`src/rtl/pool_layer_scheduler.sv`:
```
// pool_layer_scheduler
// Steps one conv + 2x2 max-pool layer across NUM_FILTERS filters. For each
// filter it runs the conv engine, then the pool engine. Both engines use a
// level start/done handshake. Every pooled output becomes one write into the
// flatten buffer at filter*OUT_DIM*OUT_DIM + pixel.
module pool_layer_scheduler #(
    parameter int NUM_FILTERS = 8,
    parameter int OUT_DIM     = 13,
    parameter int TIMEOUT     = 8191
) (
    input  logic        clk,
    input  logic        rst_n,
    input  logic        layer_start,
    output logic        conv_start,
    input  logic        conv_done,
    output logic        pool_start,
    input  logic        pool_done,
    input  logic        pool_valid,
    input  logic [7:0]  pool_data,
    output logic [3:0]  filter_idx,
    output logic        wr_en,
    output logic [10:0] wr_addr,
    output logic [7:0]  wr_data,
    output logic        busy,
    output logic        layer_done,
    output logic        error
);

    localparam int TOTAL = OUT_DIM * OUT_DIM;
    localparam int PW    = $clog2(TOTAL + 1);
    localparam int TW    = $clog2(TIMEOUT + 1);

    localparam logic [PW-1:0] TOTAL_C   = PW'(TOTAL);
    localparam logic [TW-1:0] TIMEOUT_C = TW'(TIMEOUT);
    localparam logic [3:0]    LAST_F    = 4'(NUM_FILTERS - 1);

    // Output flag bundle: {conv_start, pool_start, busy, layer_done, error}
    localparam logic [4:0] F_IDLE = 5'b00000;
    localparam logic [4:0] F_CONV = 5'b10100;
    localparam logic [4:0] F_WAIT = 5'b00100;
    localparam logic [4:0] F_POOL = 5'b01100;
    localparam logic [4:0] F_DONE = 5'b00010;
    localparam logic [4:0] F_ERR  = 5'b00001;

    typedef enum logic [2:0] {
        S_IDLE     = 3'd0,
        S_CONV_RUN = 3'd1,
        S_CONV_REL = 3'd2,
        S_POOL_RUN = 3'd3,
        S_POOL_REL = 3'd4,
        S_NEXT     = 3'd5,
        S_DONE     = 3'd6,
        S_ERR      = 3'd7
    } state_t;

    state_t         state_r;
    logic [4:0]     flags_r;
    logic [3:0]     filter_idx_r;
    logic [PW-1:0]  pix_cnt_r;
    logic [TW-1:0]  timer_r;
    logic           wr_en_r;
    logic [10:0]    wr_addr_r;
    logic [7:0]     wr_data_r;

    logic           pix_full_s;
    logic           wr_ok_s;
    logic           ovf_s;
    logic           timer_hit_s;
    logic [PW-1:0]  cnt_inc_s;
    logic [31:0]    addr_full_s;
    logic           addr_unused_s;

    // Pool-run datapath: write qualification, updated count, full-width address, timer limit
    always_comb begin
        pix_full_s  = (pix_cnt_r == TOTAL_C);
        wr_ok_s     = pool_valid & ~pix_full_s;
        ovf_s       = pool_valid & pix_full_s;
        cnt_inc_s   = pix_cnt_r + PW'(wr_ok_s);
        timer_hit_s = ((timer_r + TW'(1)) == TIMEOUT_C);
        addr_full_s = (32'(filter_idx_r) * 32'(TOTAL)) + 32'(pix_cnt_r);
    end

    // Product bits above the 11-bit buffer address are intentionally dropped
    assign addr_unused_s = ^addr_full_s[31:11];

    // Layer sequencing FSM with registered handshake, status and flatten-write outputs
    always_ff @(posedge clk or negedge rst_n) begin
        if (!rst_n) begin
            state_r      <= S_IDLE;
            flags_r      <= F_IDLE;
            filter_idx_r <= 4'd0;
            pix_cnt_r    <= {PW{1'b0}};
            timer_r      <= {TW{1'b0}};
            wr_en_r      <= 1'b0;
            wr_addr_r    <= 11'd0;
            wr_data_r    <= 8'd0;
        end else begin
            wr_en_r   <= 1'b0;
            wr_addr_r <= 11'd0;
            wr_data_r <= 8'd0;
            case (state_r)
                S_IDLE: begin
                    filter_idx_r <= 4'd0;
                    pix_cnt_r    <= {PW{1'b0}};
                    timer_r      <= {TW{1'b0}};
                    if (layer_start) begin
                        state_r <= S_CONV_RUN;
                        flags_r <= F_CONV;
                    end else begin
                        flags_r <= F_IDLE;
                    end
                end
                S_CONV_RUN: begin
                    timer_r <= timer_r + TW'(1);
                    if (conv_done) begin
                        state_r <= S_CONV_REL;
                        flags_r <= F_WAIT;
                    end else if (timer_hit_s) begin
                        state_r <= S_ERR;
                        flags_r <= F_ERR;
                    end else begin
                        flags_r <= F_CONV;
                    end
                end
                S_CONV_REL: begin
                    // The engine holds done until it sees start low
                    if (!conv_done) begin
                        timer_r <= {TW{1'b0}};
                        state_r <= S_POOL_RUN;
                        flags_r <= F_POOL;
                    end else begin
                        flags_r <= F_WAIT;
                    end
                end
                S_POOL_RUN: begin
                    timer_r   <= timer_r + TW'(1);
                    pix_cnt_r <= cnt_inc_s;
                    wr_en_r   <= wr_ok_s;
                    if (wr_ok_s) begin
                        wr_addr_r <= addr_full_s[10:0];
                        wr_data_r <= pool_data;
                    end else begin
                        wr_data_r <= 8'd0;
                    end
                    // Completion check uses the count including a same-cycle write
                    if (ovf_s) begin
                        state_r <= S_ERR;
                        flags_r <= F_ERR;
                    end else if (pool_done) begin
                        if (cnt_inc_s == TOTAL_C) begin
                            state_r <= S_POOL_REL;
                            flags_r <= F_WAIT;
                        end else begin
                            state_r <= S_ERR;
                            flags_r <= F_ERR;
                        end
                    end else if (timer_hit_s) begin
                        state_r <= S_ERR;
                        flags_r <= F_ERR;
                    end else begin
                        flags_r <= F_POOL;
                    end
                end
                S_POOL_REL: begin
                    if (!pool_done) begin
                        state_r <= S_NEXT;
                    end else begin
                        state_r <= S_POOL_REL;
                    end
                    flags_r <= F_WAIT;
                end
                S_NEXT: begin
                    if (filter_idx_r == LAST_F) begin
                        state_r <= S_DONE;
                        flags_r <= F_DONE;
                    end else begin
                        filter_idx_r <= filter_idx_r + 4'd1;
                        pix_cnt_r    <= {PW{1'b0}};
                        timer_r      <= {TW{1'b0}};
                        state_r      <= S_CONV_RUN;
                        flags_r      <= F_CONV;
                    end
                end
                S_DONE: begin
                    if (!layer_start) begin
                        state_r      <= S_IDLE;
                        flags_r      <= F_IDLE;
                        filter_idx_r <= 4'd0;
                    end else begin
                        flags_r <= F_DONE;
                    end
                end
                S_ERR: begin
                    if (!layer_start) begin
                        state_r      <= S_IDLE;
                        flags_r      <= F_IDLE;
                        filter_idx_r <= 4'd0;
                    end else begin
                        flags_r <= F_ERR;
                    end
                end
                default: begin
                    state_r <= S_ERR;
                    flags_r <= F_ERR;
                end
            endcase
        end
    end

    assign conv_start = flags_r[4];
    assign pool_start = flags_r[3];
    assign busy       = flags_r[2];
    assign layer_done = flags_r[1];
    assign error      = flags_r[0];
    assign filter_idx = filter_idx_r;
    assign wr_en      = wr_en_r;
    assign wr_addr    = wr_addr_r;
    assign wr_data    = wr_data_r;

endmodule

```
`config.mk`:
```
export PLATFORM = sky130hd
export DESIGN_NAME = pool_layer_scheduler
export DESIGN_NICKNAME = d
export VERILOG_FILES = /design/src/rtl/pool_layer_scheduler.sv
export SDC_FILE = /design/constraint.sdc
export NUM_CORES = 1
export LEC_CHECK = 0
export CORE_MARGIN = 2
export CORE_UTILIZATION = 50
export DETAILED_ROUTE_END_ITERATION = 6
export DONT_BUFFER_PORTS = 1
export PLACE_DENSITY = 0.71
export SLEW_MARGIN = 20
export SYNTH_ARGS = -nofsm -noshare
export SYNTH_HDL_FRONTEND = slang
export SYNTH_SLANG_ARGS = --single-unit
```
`constraint.sdc`:
```
create_clock -name clk -period 3.2 [get_ports clk]
set_input_delay 0.64 -clock clk [delete_from_list [all_inputs] [get_ports clk]]
set_output_delay 0.64 -clock clk [all_outputs]
set_load 0.02 [all_outputs]
```
==> summary.txt <==
critical path peak fanout -> 12
setup TNS -> 0 ps
remaining global-route overflow -> 0
critical path cell sequence -> or3b_1 > nor3_1 > nor2_2 > ha_1 > ha_1 > and3_1 > mux2i_1 > o22ai_1 > and4_1 > a21oi_1 > a21bo_1
total nets after synthesis -> 407
WS Path Type -> reg -> reg
GRT Total Usage -> 20.25%
IO Port Bufs -> 0
worst slack, placed -> 217.6 ps
syn avg cell area -> 9.133 um^2
ys flop type -> dfrtp_1
Reg clk slew, reported paths -> 100 ps
GPL Wtd Cong -> 0.8132
first-pass GRT wire length -> 12.12 mm
DRT Pass-1 Iters -> 5
P&R area growth vs syn -> 6.436%
Die H -> 85.54 um
Required @ worst endpoint -> 3410 ps
final setup margin -> 158.0 ps
Leak -> 1.641 nW
H-tree depth -> 2
initial core utilization -> 52.06%
FF+latch count, synth -> 53
ys async rst share -> 100.0%
Post-CTS Setup Bufs -> 0
Post-Syn Instances -> 364
nature of the critical path startpoint -> flop
CP arrival -> 3250 ps
Max Freq -> 328.7 MHz
Ys Warns -> 0
initial antenna violation count -> 0
worst slew pin tran -> 637.0 ps
Max clock buf depth -> 2
Worst Hold Slack -> 16.79 ps
CTS root buf -> clkbuf_8
Pwr per Cell Area -> 647.2 nW/um^2
RSZ-0062 raised after global routing -> no
CTS tree -> done
Multi-input gate area -> 1856 um^2
Final Hold Viols -> 0
setup violators final -> 0
Reg area -> 1326 um^2
# fillers -> 574
Buf/Inv on CP -> 0
fin crit share -> 95.06%
Max IR drop VDD -> 428.4 uV
drt wl/cell -> 16.26 um
die width -> 85.54 um
CTS Sinks -> 53
diode count -> 0
Final Max Slew Viols -> 0
Max-Cap Viols -> 0
most frequent cells in the layout -> 53 x dfrtp_1, 41 x nor2_1, 33 x o21ai_0
CP max stage delay -> 490 ps
Post-synth EDFFs -> 0
Initial DRC Count -> 238
Core Rows -> 29
Die Area -> 7317 um^2
vias in the first global route -> 2550
CTS buffer count -> 5
status -> finished, final reports clean
Post-DRT Antenna Nets -> 0
Distinct cells, synth -> 60
Core Box Area -> 6386 um^2
worst hold path class -> in -> async
post-route DRC violation count -> 0
worst-skew pair later-pin latency -> 310 ps
fraction of layout cells with a size suffix above 1 -> 8.767%
Most common cell on crit path -> ha_1
Period minus WS final -> 3042 ps
Detailed Place HPWL -> 5.129 mm
worst-path cell with the longest stage delay -> dfrtp_1
CP Capture Type -> flop
most common cell after layout, fill and taps aside -> dfrtp_1
I/O pins -> 43
Final Net Count -> 407
synthesized cell area -> 3324 um^2
largest net degree at the start of global routing -> 54
cell family with most CP delay -> simple AND/OR/NAND/NOR gates
Routed WL -> 7.188 mm
post-synthesis sequential area ratio -> 39.89%
worst relative slew slack -> 57.37%
via density per instance -> 6.183
Final Skew -> 6.615 ps
via count -> 2733
==> layer usage <==
metal / vias to the layer above / track usage [%] / part of all wire (%)
li1: 1313 / - / -
met1: 1337 / 27.85 / 46
met2: 73 / 32.46 / 48
met3: 10 / 4.235 / 5.2
met4: 0 / 5.916 / 1.2
met5: - / 0 / 0
==> registers in the layout, summed over array words and instances, names as in the netlist <==
register and cells:
wr_addr 11, flags_r 5, pix_cnt_r 8, filter_idx 4, wr_en 1, wr_data 8
timer_r 13, state_r 3
==> power breakdown <==
part	switching (mW)	internal (mW)
clock network	0.240	0.159
logic	0.539	0.360
registers	0.227	0.765
total	1.01	1.28
==> final timing paths <==
kind | startpoint | endpoint | slack, ps | depth (start not counted)
worst max-delay path | pix_cnt_r[2]$_DFFE_PN0P_ | flags_r[2]$_DFF_PN0_ | 160 | 11
worst min-delay path | rst_n | timer_r[2]$_DFFE_PN0P_ | 20 | 0
worst max register to register | pix_cnt_r[2]$_DFFE_PN0P_ | flags_r[2]$_DFF_PN0_ | 160 | 11
worst min register to register | timer_r[12]$_DFFE_PN0P_ | timer_r[12]$_DFFE_PN0P_ | 540 | 1
max in group asynchronous | rst_n | timer_r[10]$_DFFE_PN0P_ | 2860 | 1
min in group clk | conv_done | flags_r[3]$_DFF_PN0_ | 390 | 1
==> cell usage after synthesis, types with 2 or more instances <==
cell | n | area share, %
nand2b_1 | 4 | 0.75
o21ai_0 | 33 | 5.0
clkbuf_1 | 13 | 1.5
mux2_2 | 2 | 0.68
a211oi_1 | 4 | 0.90
or3_1 | 2 | 0.38
o22ai_1 | 3 | 0.56
nor4_2 | 2 | 0.75
a311oi_1 | 2 | 0.53
o32ai_1 | 2 | 0.53
a21oi_1 | 14 | 2.1
ha_1 | 25 | 9.4
fa_1 | 4 | 2.4
xnor2_1 | 8 | 2.1
o41ai_1 | 4 | 1.1
xor2_1 | 4 | 1.1
nand4_1 | 4 | 0.75
dfrtp_1 | 53 | 40
o21ai_1 | 7 | 1.1
buf_2 | 2 | 0.30
nand3_1 | 11 | 1.7
nor2_1 | 42 | 4.7
nor2b_1 | 3 | 0.56
a2111oi_0 | 2 | 0.53
and2_1 | 2 | 0.38
o31ai_1 | 4 | 0.90
and3_1 | 15 | 2.8
a31oi_1 | 4 | 0.75
a22o_1 | 3 | 0.79
a21boi_1 | 2 | 0.45
nand3b_1 | 2 | 0.45
or2_2 | 2 | 0.38
mux2i_1 | 3 | 0.90
nor3_1 | 7 | 1.1
o21a_1 | 3 | 0.68
nand2_1 | 27 | 3.0
inv_2 | 2 | 0.23
inv_1 | 16 | 1.8
==> final cells by class <==
type	count	share of cell area, %
clock buffers	5	1.945
clock inverters	3	0.7072
inverters	19	2.016
multi-input cells	275	52.44
flip-flops and latches	53	37.48
well taps	77	2.723
repair buffers	10	2.687
==> what timing repair did <==
action	4_1_cts	5_1_grt
resized for setup	0	1
hold endpoints to repair	0	43
endpoints found under the setup margin	0	3
hold buffers	0	1
==> metrics by stage <==
stage / instances / util [%] / total power [mW] / instance area, um^2
6_report: 442 / 55.41 / 2.290 / 3538
5_1_grt: 442 / 55.41 / 2.457 / 3538
2_1_floorplan: 364 / - / 1.633 / 3324
4_1_cts: 441 / 54.94 / 2.270 / 3508
3_5_place_dp: 433 / 53.47 / 1.873 / 3415
3_3_place_gp: 433 / 53.47 / 1.855 / 3415
==> cells by family (layout without fill, tap and decap cells) <==
family                     after synthesis  after routing  synth area share (%)
and+or+nand+nor                        132            132                 20.25
xor gates and xnor gates                12             12                 3.161
muxes                                    5              5                 1.581
AOI/OAI and AO/OA                       97             97                 18.93
buffers and inverters                   36             37                 4.366
adders and majority gates               29             29                 11.82
DFF                                     53             53                 39.89
Note: power is estimated with default switching activity, not from simulation.
